**config.mk**
```make
export PLATFORM = sky130hd
export DESIGN_NAME = restoring_divider
export DESIGN_NICKNAME = d
export VERILOG_FILES = /design/src/rtl/divider_pkg.sv /design/src/rtl/borrow_subtractor.sv /design/src/rtl/restoring_divider.sv
export SDC_FILE = /design/constraint.sdc
export NUM_CORES = 1
export LEC_CHECK = 0
export BUFFER_PORTS_ARGS = -buffer_cell sky130_fd_sc_hd__buf_2
export CORE_UTILIZATION = 50
export DETAILED_ROUTE_END_ITERATION = 8
export GPL_TIMING_DRIVEN = 0
export HOLD_SLACK_MARGIN = 0.12
export MAX_ROUTING_LAYER = met4
export PLACE_DENSITY = 0.72
export REMOVE_ABC_BUFFERS = 1
export SYNTH_ARGS = -nofsm -noshare
export SYNTH_HDL_FRONTEND = slang
export SYNTH_SLANG_ARGS = --single-unit
```
**constraint.sdc**
```tcl
create_clock -name clk -period 6.3 [get_ports clk]
set_clock_uncertainty 0.15 [all_clocks]
set_input_delay 1.26 -clock clk [delete_from_list [all_inputs] [get_ports clk]]
set_output_delay 1.26 -clock clk [all_outputs]
set_load 0.05 [all_outputs]
```
**src/rtl/divider_pkg.sv**
```systemverilog
// divider_pkg: shared state encoding and constants for the restoring divider.
package divider_pkg;
  typedef enum logic [1:0] {IDLE = 2'd0, RUN = 2'd1, DONE = 2'd2} state_e;
  localparam logic [15:0] DZ_QUOTIENT = '1;
  function automatic int cnt_w(input int w);
    return $clog2(w);
  endfunction
endpackage

```
**src/rtl/borrow_subtractor.sv**
```systemverilog
// borrow_subtractor: combinational WIDTH+1-bit a - b built from a full-subtractor ripple chain.
module borrow_subtractor #(
  parameter int WIDTH = 4
) (
  input  logic [WIDTH:0] a,
  input  logic [WIDTH:0] b,
  output logic [WIDTH:0] diff,
  output logic           borrow
);
  logic [WIDTH+1:0] bc;
  assign bc[0] = 1'b0;
  for (genvar i = 0; i <= WIDTH; i++) begin : g_bit
    assign diff[i]  = a[i] ^ b[i] ^ bc[i];
    assign bc[i+1]  = (~a[i] & b[i]) | (~(a[i] ^ b[i]) & bc[i]);
  end
  assign borrow = bc[WIDTH+1];
endmodule

```
**src/rtl/restoring_divider.sv**
```systemverilog
// restoring_divider: multi-cycle unsigned restoring divider, one quotient bit per clock.
module restoring_divider
  import divider_pkg::*;
#(
  parameter int WIDTH = 4
) (
  input  logic             clk,
  input  logic             rst,
  input  logic             start,
  input  logic [WIDTH-1:0] dividend,
  input  logic [WIDTH-1:0] divisor,
  output logic             busy,
  output logic             done,
  output logic [WIDTH-1:0] quotient,
  output logic [WIDTH-1:0] remainder,
  output logic             div_zero
);
  localparam int CW = cnt_w(WIDTH);
  state_e           state_q, state_d;
  logic [CW-1:0]    cnt_q, cnt_d;
  logic [WIDTH:0]   p_q, p_d;
  logic [WIDTH-1:0] dsh_q, dsh_d, dvs_q, dvs_d;
  logic [WIDTH-1:0] quotient_q, quotient_d, remainder_q, remainder_d;
  logic             div_zero_q, div_zero_d;
  logic [WIDTH:0]   pshift, diff, p_next;
  logic [WIDTH-1:0] dsh_next;
  logic             borrow;
  // P never exceeds the divisor, so its top bit always drops out of the shift
  assign pshift   = (WIDTH+1)'({p_q, dsh_q[WIDTH-1]});
  assign p_next   = borrow ? pshift : diff;
  // the dividend shifts out the top while quotient bits fill in from the bottom
  assign dsh_next = {dsh_q[WIDTH-2:0], ~borrow};
  borrow_subtractor #(.WIDTH(WIDTH)) u_sub (
    .a      (pshift),
    .b      ({1'b0, dvs_q}),
    .diff   (diff),
    .borrow (borrow)
  );
  always_ff @(posedge clk) begin
    if (rst) begin
      state_q     <= IDLE;
      cnt_q       <= '0;
      p_q         <= '0;
      dsh_q       <= '0;
      dvs_q       <= '0;
      quotient_q  <= '0;
      remainder_q <= '0;
      div_zero_q  <= 1'b0;
    end else begin
      state_q     <= state_d;
      cnt_q       <= cnt_d;
      p_q         <= p_d;
      dsh_q       <= dsh_d;
      dvs_q       <= dvs_d;
      quotient_q  <= quotient_d;
      remainder_q <= remainder_d;
      div_zero_q  <= div_zero_d;
    end
  end
  always_comb begin
    state_d     = state_q;
    cnt_d       = cnt_q;
    p_d         = p_q;
    dsh_d       = dsh_q;
    dvs_d       = dvs_q;
    quotient_d  = quotient_q;
    remainder_d = remainder_q;
    div_zero_d  = div_zero_q;
    case (state_q)
      IDLE: if (start) begin
        dvs_d      = divisor;
        div_zero_d = divisor == '0;
        if (divisor == '0) begin
          state_d     = DONE;
          quotient_d  = WIDTH'(DZ_QUOTIENT);
          remainder_d = dividend;
        end else begin
          state_d = RUN;
          p_d     = '0;
          dsh_d   = dividend;
          cnt_d   = '0;
        end
      end
      RUN: begin
        p_d   = p_next;
        dsh_d = dsh_next;
        cnt_d = cnt_q + CW'(1);
        if (cnt_q == CW'(WIDTH - 1)) begin
          state_d     = DONE;
          quotient_d  = dsh_next;
          remainder_d = p_next[WIDTH-1:0];
        end
      end
      DONE:    state_d = IDLE;
      default: state_d = IDLE;
    endcase
  end
  assign busy      = state_q != IDLE;
  assign done      = state_q == DONE;
  assign quotient  = quotient_q;
  assign remainder = remainder_q;
  assign div_zero  = div_zero_q;
endmodule

```
---- Word level (Yosys, flattened, before mapping) ----
Index checks and enable logic that the tools add are counted.
cells by class
  equality and inequality tests ........... 7
  mux-type cells .......................... 22
  $add $sub $neg .......................... 1
  reduce and logical (&&, ||, !) cells .... 8
  bitwise logic cells ..................... 27
operators by type and width
  cell                                                                    count
  4-bit 2-to-1 mux                                                        11
  4-bit one-hot mux with 2 select lines                                   4
  2-bit 2-to-1 mux                                                        5
  1-bit NOT                                                               9
  1-bit AND                                                               8
  2-bit inequality test (second input constant)                           4
  2-bit one-hot mux with 2 select lines                                   2
  1-bit bitwise XOR                                                       7
  2-bit equality test (second input constant)                             2
  4-bit logical NOT                                                       1
  2-bit AND reduction                                                     2
  4-bit AND reduction                                                     1
  2-bit nonzero test                                                      2
  1-bit OR                                                                3
  3-bit AND reduction                                                     1
  2-bit by 1-bit adder with 2-bit output (second input constant)          1
  2-bit by 1-bit equality test with 1-bit output (second input constant)  1
  2-bit logical NOT                                                       1
word-level totals
  word-level logic and storage cells ...... 73
  output and inout port bits .............. 11
  input bits .............................. 11
  register bits ........................... 25

---- Logic depth before layout (Yosys ltp) ----
  word-level depth ........................ 12
  mapped depth ............................ 9
  depth with buffers taken out ............ 9

---- By module ----
From an unflattened synthesis, not the netlist that was laid out.
second synthesis, totals
  cells, all modules ...................... 150
  area, all modules ....................... 1363.8 um2
by module, submodules not included
  module             instances  sequential area each (um2)  area each (um2)  cells each
  restoring_divider  1          500.5                       1226.2           133
  borrow_subtractor  1          0.0                         137.6            17

---- Least setup slack after synthesis ----
Ideal clock, no wire load.
  path kind ............................... register to register
  from .................................... reg dsh_q[3]
  to ...................................... reg dsh_q[0]
  clock period less this slack ............ 2637 ps
  arrival ................................. 2415 ps
  stages on the path, launching flop included .. 10
  library setup time ...................... 73 ps
  required time ........................... 6077 ps
  path slack .............................. 3663 ps
  cells stage by stage .................... dfxtp_1 -> inv_1 -> ha_1 -> fa_1 -> fa_1 -> fa_1 -> nand2b_1 -> nor2_1 -> or3_1 -> a21oi_1
on the way
  longest elaborated chain between the ends .. 11
RTL lines
  item                                   line                     RTL
  start, declared                        restoring_divider.sv:22  logic [WIDTH-1:0] dsh_q, dsh_d, dvs_q, dvs_d;
  start signal, assigned                 restoring_divider.sv:53  dsh_q <= dsh_d;
  1-bit NOT                              borrow_subtractor.sv:14  assign bc[i+1] = (~a[i] & b[i]) | (~(a[i] ^ b[i]) & bc[i]);
  1-bit AND (2 in a row)                 borrow_subtractor.sv:14
  1-bit OR                               borrow_subtractor.sv:14
  1-bit AND                              borrow_subtractor.sv:14
  1-bit OR                               borrow_subtractor.sv:14
  1-bit AND                              borrow_subtractor.sv:14
  1-bit OR                               borrow_subtractor.sv:14
  1-bit AND                              borrow_subtractor.sv:14
  1-bit NOT                              restoring_divider.sv:32  assign dsh_next = {dsh_q[WIDTH-2:0], ~borrow};
  4-bit one-hot mux with 2 select lines  restoring_divider.sv:69  case (state_q)
No other way between the ends.
A chain may end at the register's enable or synchronous reset.

---- Worst setup path in the final report ----
  from .................................... in start
  to ...................................... reg remainder_q[0] (netlist: remainder[0])
on the way
  longest elaborated chain between the ends .. 2
RTL lines
  item                             line                     RTL
  start, declared                  restoring_divider.sv:9   input logic start,
  2-bit inequality test (no line)  n/a
  4-bit AND reduction (no line)    n/a
  end signal, assigned             restoring_divider.sv:56  remainder_q <= remainder_d;
  end, declared                    restoring_divider.sv:23  logic [WIDTH-1:0] quotient_q, quotient_d, remainder_q, remainder_d;
No other way between the ends.

==> results.json <==
{
  "status": "complete, no violations",
  "nNetsFinal": 162,
  "track_usage_pct": 21.5,
  "drt-pass1-iter-count": 4,
  "synth_seq_cells": 25,
  "drive_gt1_share_pct": 24.1,
  "postCtsHoldBufs": 0,
  "grt_max_degree": 26,
  "wl_per_cell_um": 13.1,
  "clk_pin_slew_ns": 0.13,
  "final_antenna_net_count": 0,
  "cp-end-kind": "flip-flop",
  "finalHoldViolCount": 0,
  "yosys.cell_types.count": 29,
  "row_count": 17,
  "finalSetupViolCount": 0,
  "yosysWarnings": 0,
  "worstPathRequired_ns": 6.35,
  "avgSynthCellArea_um2": 9.28,
  "initial_core_util_pct": 53.3,
  "regArea_um2": 500,
  "io_buffers": 21,
  "tightest_slew_ns": 1.33,
  "drc": 0,
  "finalMaxSlewViolations": 0,
  "die_area_um2": 2560,
  "grt_pass1_vias": 876,
  "tns_ns": 0,
  "post_synth_instance_area_um2": 1180,
  "grt_first_pass_wirelength_um": 3970,
  "cts_tree": "yes",
  "post_cts_resize_count": 0,
  "period_share_pct": 49.5,
  "layout_common_cells": "nor2_1 (29), dfxtp_1 (25), buf_2 (21)",
  "drt-total-wl_um": 2260,
  "clock_path_buffers": 2,
  "maxSlewHeadroom_pct": 11.4,
  "grt-ovfl-total": 0,
  "crit_path_max_fanout": 8,
  "hold_class": "reg2reg",
  "grt_antenna_before_repair": 0,
  "rsz0062_at_grt": "no",
  "cts_setup_buffers": 0,
  "antenna_cells": 0,
  "ir_drop_v": 0.000159,
  "start_kind": "primary input",
  "drt-initial-drc-count": 14,
  "seq_area_frac_synth_pct": 42.5,
  "period_minus_slack_ns": 3.12,
  "power.density_nw_per_um2": 239,
  "fp.dieH_um": 50.6,
  "multi_input_area_um2": 623,
  "nFillCells": 208,
  "maxCapViolations": 0,
  "fmax_mhz": 321,
  "netlist_instances": 127,
  "p_leak_nw": 0.530,
  "final_common_cell": "nor2_1",
  "viasPerCell": 5.38,
  "clock_latency_ns": 0.31,
  "htree_levels": 1,
  "place_area_um2": 1280,
  "die_w_um": 50.6,
  "cp.arrival_ns": 3.17,
  "core_um2": 2210,
  "gp_congestion": 0.873,
  "syn_to_final_growth_pct": 11.1,
  "clkSinkCount": 25,
  "fin_area_um2": 1310,
  "cts-root-buf": "clkbuf_4",
  "ioPinCount": 22,
  "num_vias": 930,
  "dp_hpwl_um": 1730,
  "numCtsBuffers": 3,
  "path_class": "in2reg"
}
-- registers in the layout (all words and copies together) (netlist names) --
| name | cells |
|---|---|
| cnt_q | 2 |
| p_q | 4 |
| state_q | 2 |
| remainder | 4 |
| dsh_q | 4 |
| dvs_q | 4 |
| div_zero | 1 |
| quotient | 4 |
-- critical path, cell delays in order --
cell and delay (ns):
buf_2 0.08, nor3b_1 1.04, a22oi_2 0.37, a211oi_1 0.34, nor3_1 0.08
-- cells by family after synthesis --
group           after synthesis  share of synthesized area, %
fa+ha+maj                     5                          7.22
compound gates               25                          18.8
flops                        25                          42.5
buf+inv                      12                          4.67
mux                           5                          4.25
simple gates                 55                          22.6
-- synth_stat cells --
cell	instances	area share (%)
a311oi_1	3	2.2
nand2_1	7	2.2
o22a_1	1	0.74
nor2b_1	2	1.1
buf_1	2	0.64
dfxtp_1	25	42
a21oi_1	5	2.1
a211oi_2	5	5.3
inv_1	5	1.6
nand2b_1	2	1.1
buf_4	2	1.3
nor3b_1	5	3.2
a22oi_1	1	0.64
a22o_1	1	0.74
ha_1	2	2.1
mux2i_1	5	4.2
nor2_1	29	9.2
or3_1	1	0.53
o21ba_2	1	0.85
nor4_4	1	1.8
nor3_1	7	3.0
a22oi_2	1	1.1
or2_2	1	0.53
buf_2	2	0.85
fa_1	3	5.1
a211oi_1	5	3.2
o21bai_2	1	0.96
o41a_1	1	0.96
clkbuf_1	1	0.32
-- final timing paths --
check | depth (start not counted) | from | slack, ns | to
max | 5 | start | 3.18 | remainder[0]
min | 2 | dsh_q[0] | 0.34 | dsh_q[0]
max reg2reg | 9 | dsh_q[3] | 3.40 | remainder[2]
min reg2reg | 2 | dsh_q[0] | 0.34 | dsh_q[0]
-- per-stage QoR --
| stage | hold slack [ns] | util [%] | instances | setup WS [ns] | total power, W |
|---|---|---|---|---|---|
| 4_1_cts | 0.337 | 59.2 | 173 | 3.18 | 0.000317 |
| 5_1_grt | 0.378 | 59.2 | 173 | 3.07 | 0.000334 |
| 2_1_floorplan | 0.290 | - | 120 | 3.32 | 0.000226 |
| 3_5_place_dp | 0.319 | 58.0 | 169 | 2.82 | 0.000247 |
| 3_3_place_gp | 0.310 | 58.0 | 169 | 2.92 | 0.000244 |
| 6_report | 0.335 | 59.2 | 173 | 3.18 | 0.000313 |
-- metal layers --
metal	track usage (%)	up-vias	wire length, µm
met3	2.42	4	64
met4	10.2	0	31
met1	26.5	427	1060
met5	-	-	0
li1	-	481	-
met2	34.9	18	1110
-- report_power, final --
part	internal [W]	total (W)	switching [W]
clock network	0.0000237	0.0000704	0.0000466
registers	0.000168	0.000176	0.00000794
logic	0.0000264	0.0000674	0.0000410
total	0.000218	0.000313	0.0000956
-- cell type report --
cell class                      count  area share, %
Timing Repair Buffer               21           8.02
Clock inverter                      1          0.382
Clock buffer                        3           1.72
Sequential cell                    25           38.2
Tap cell                           28           2.67
Multi-Input combinational cell     90           47.6
Inverter                            5           1.43
Power figures use the tool's default switching activity.
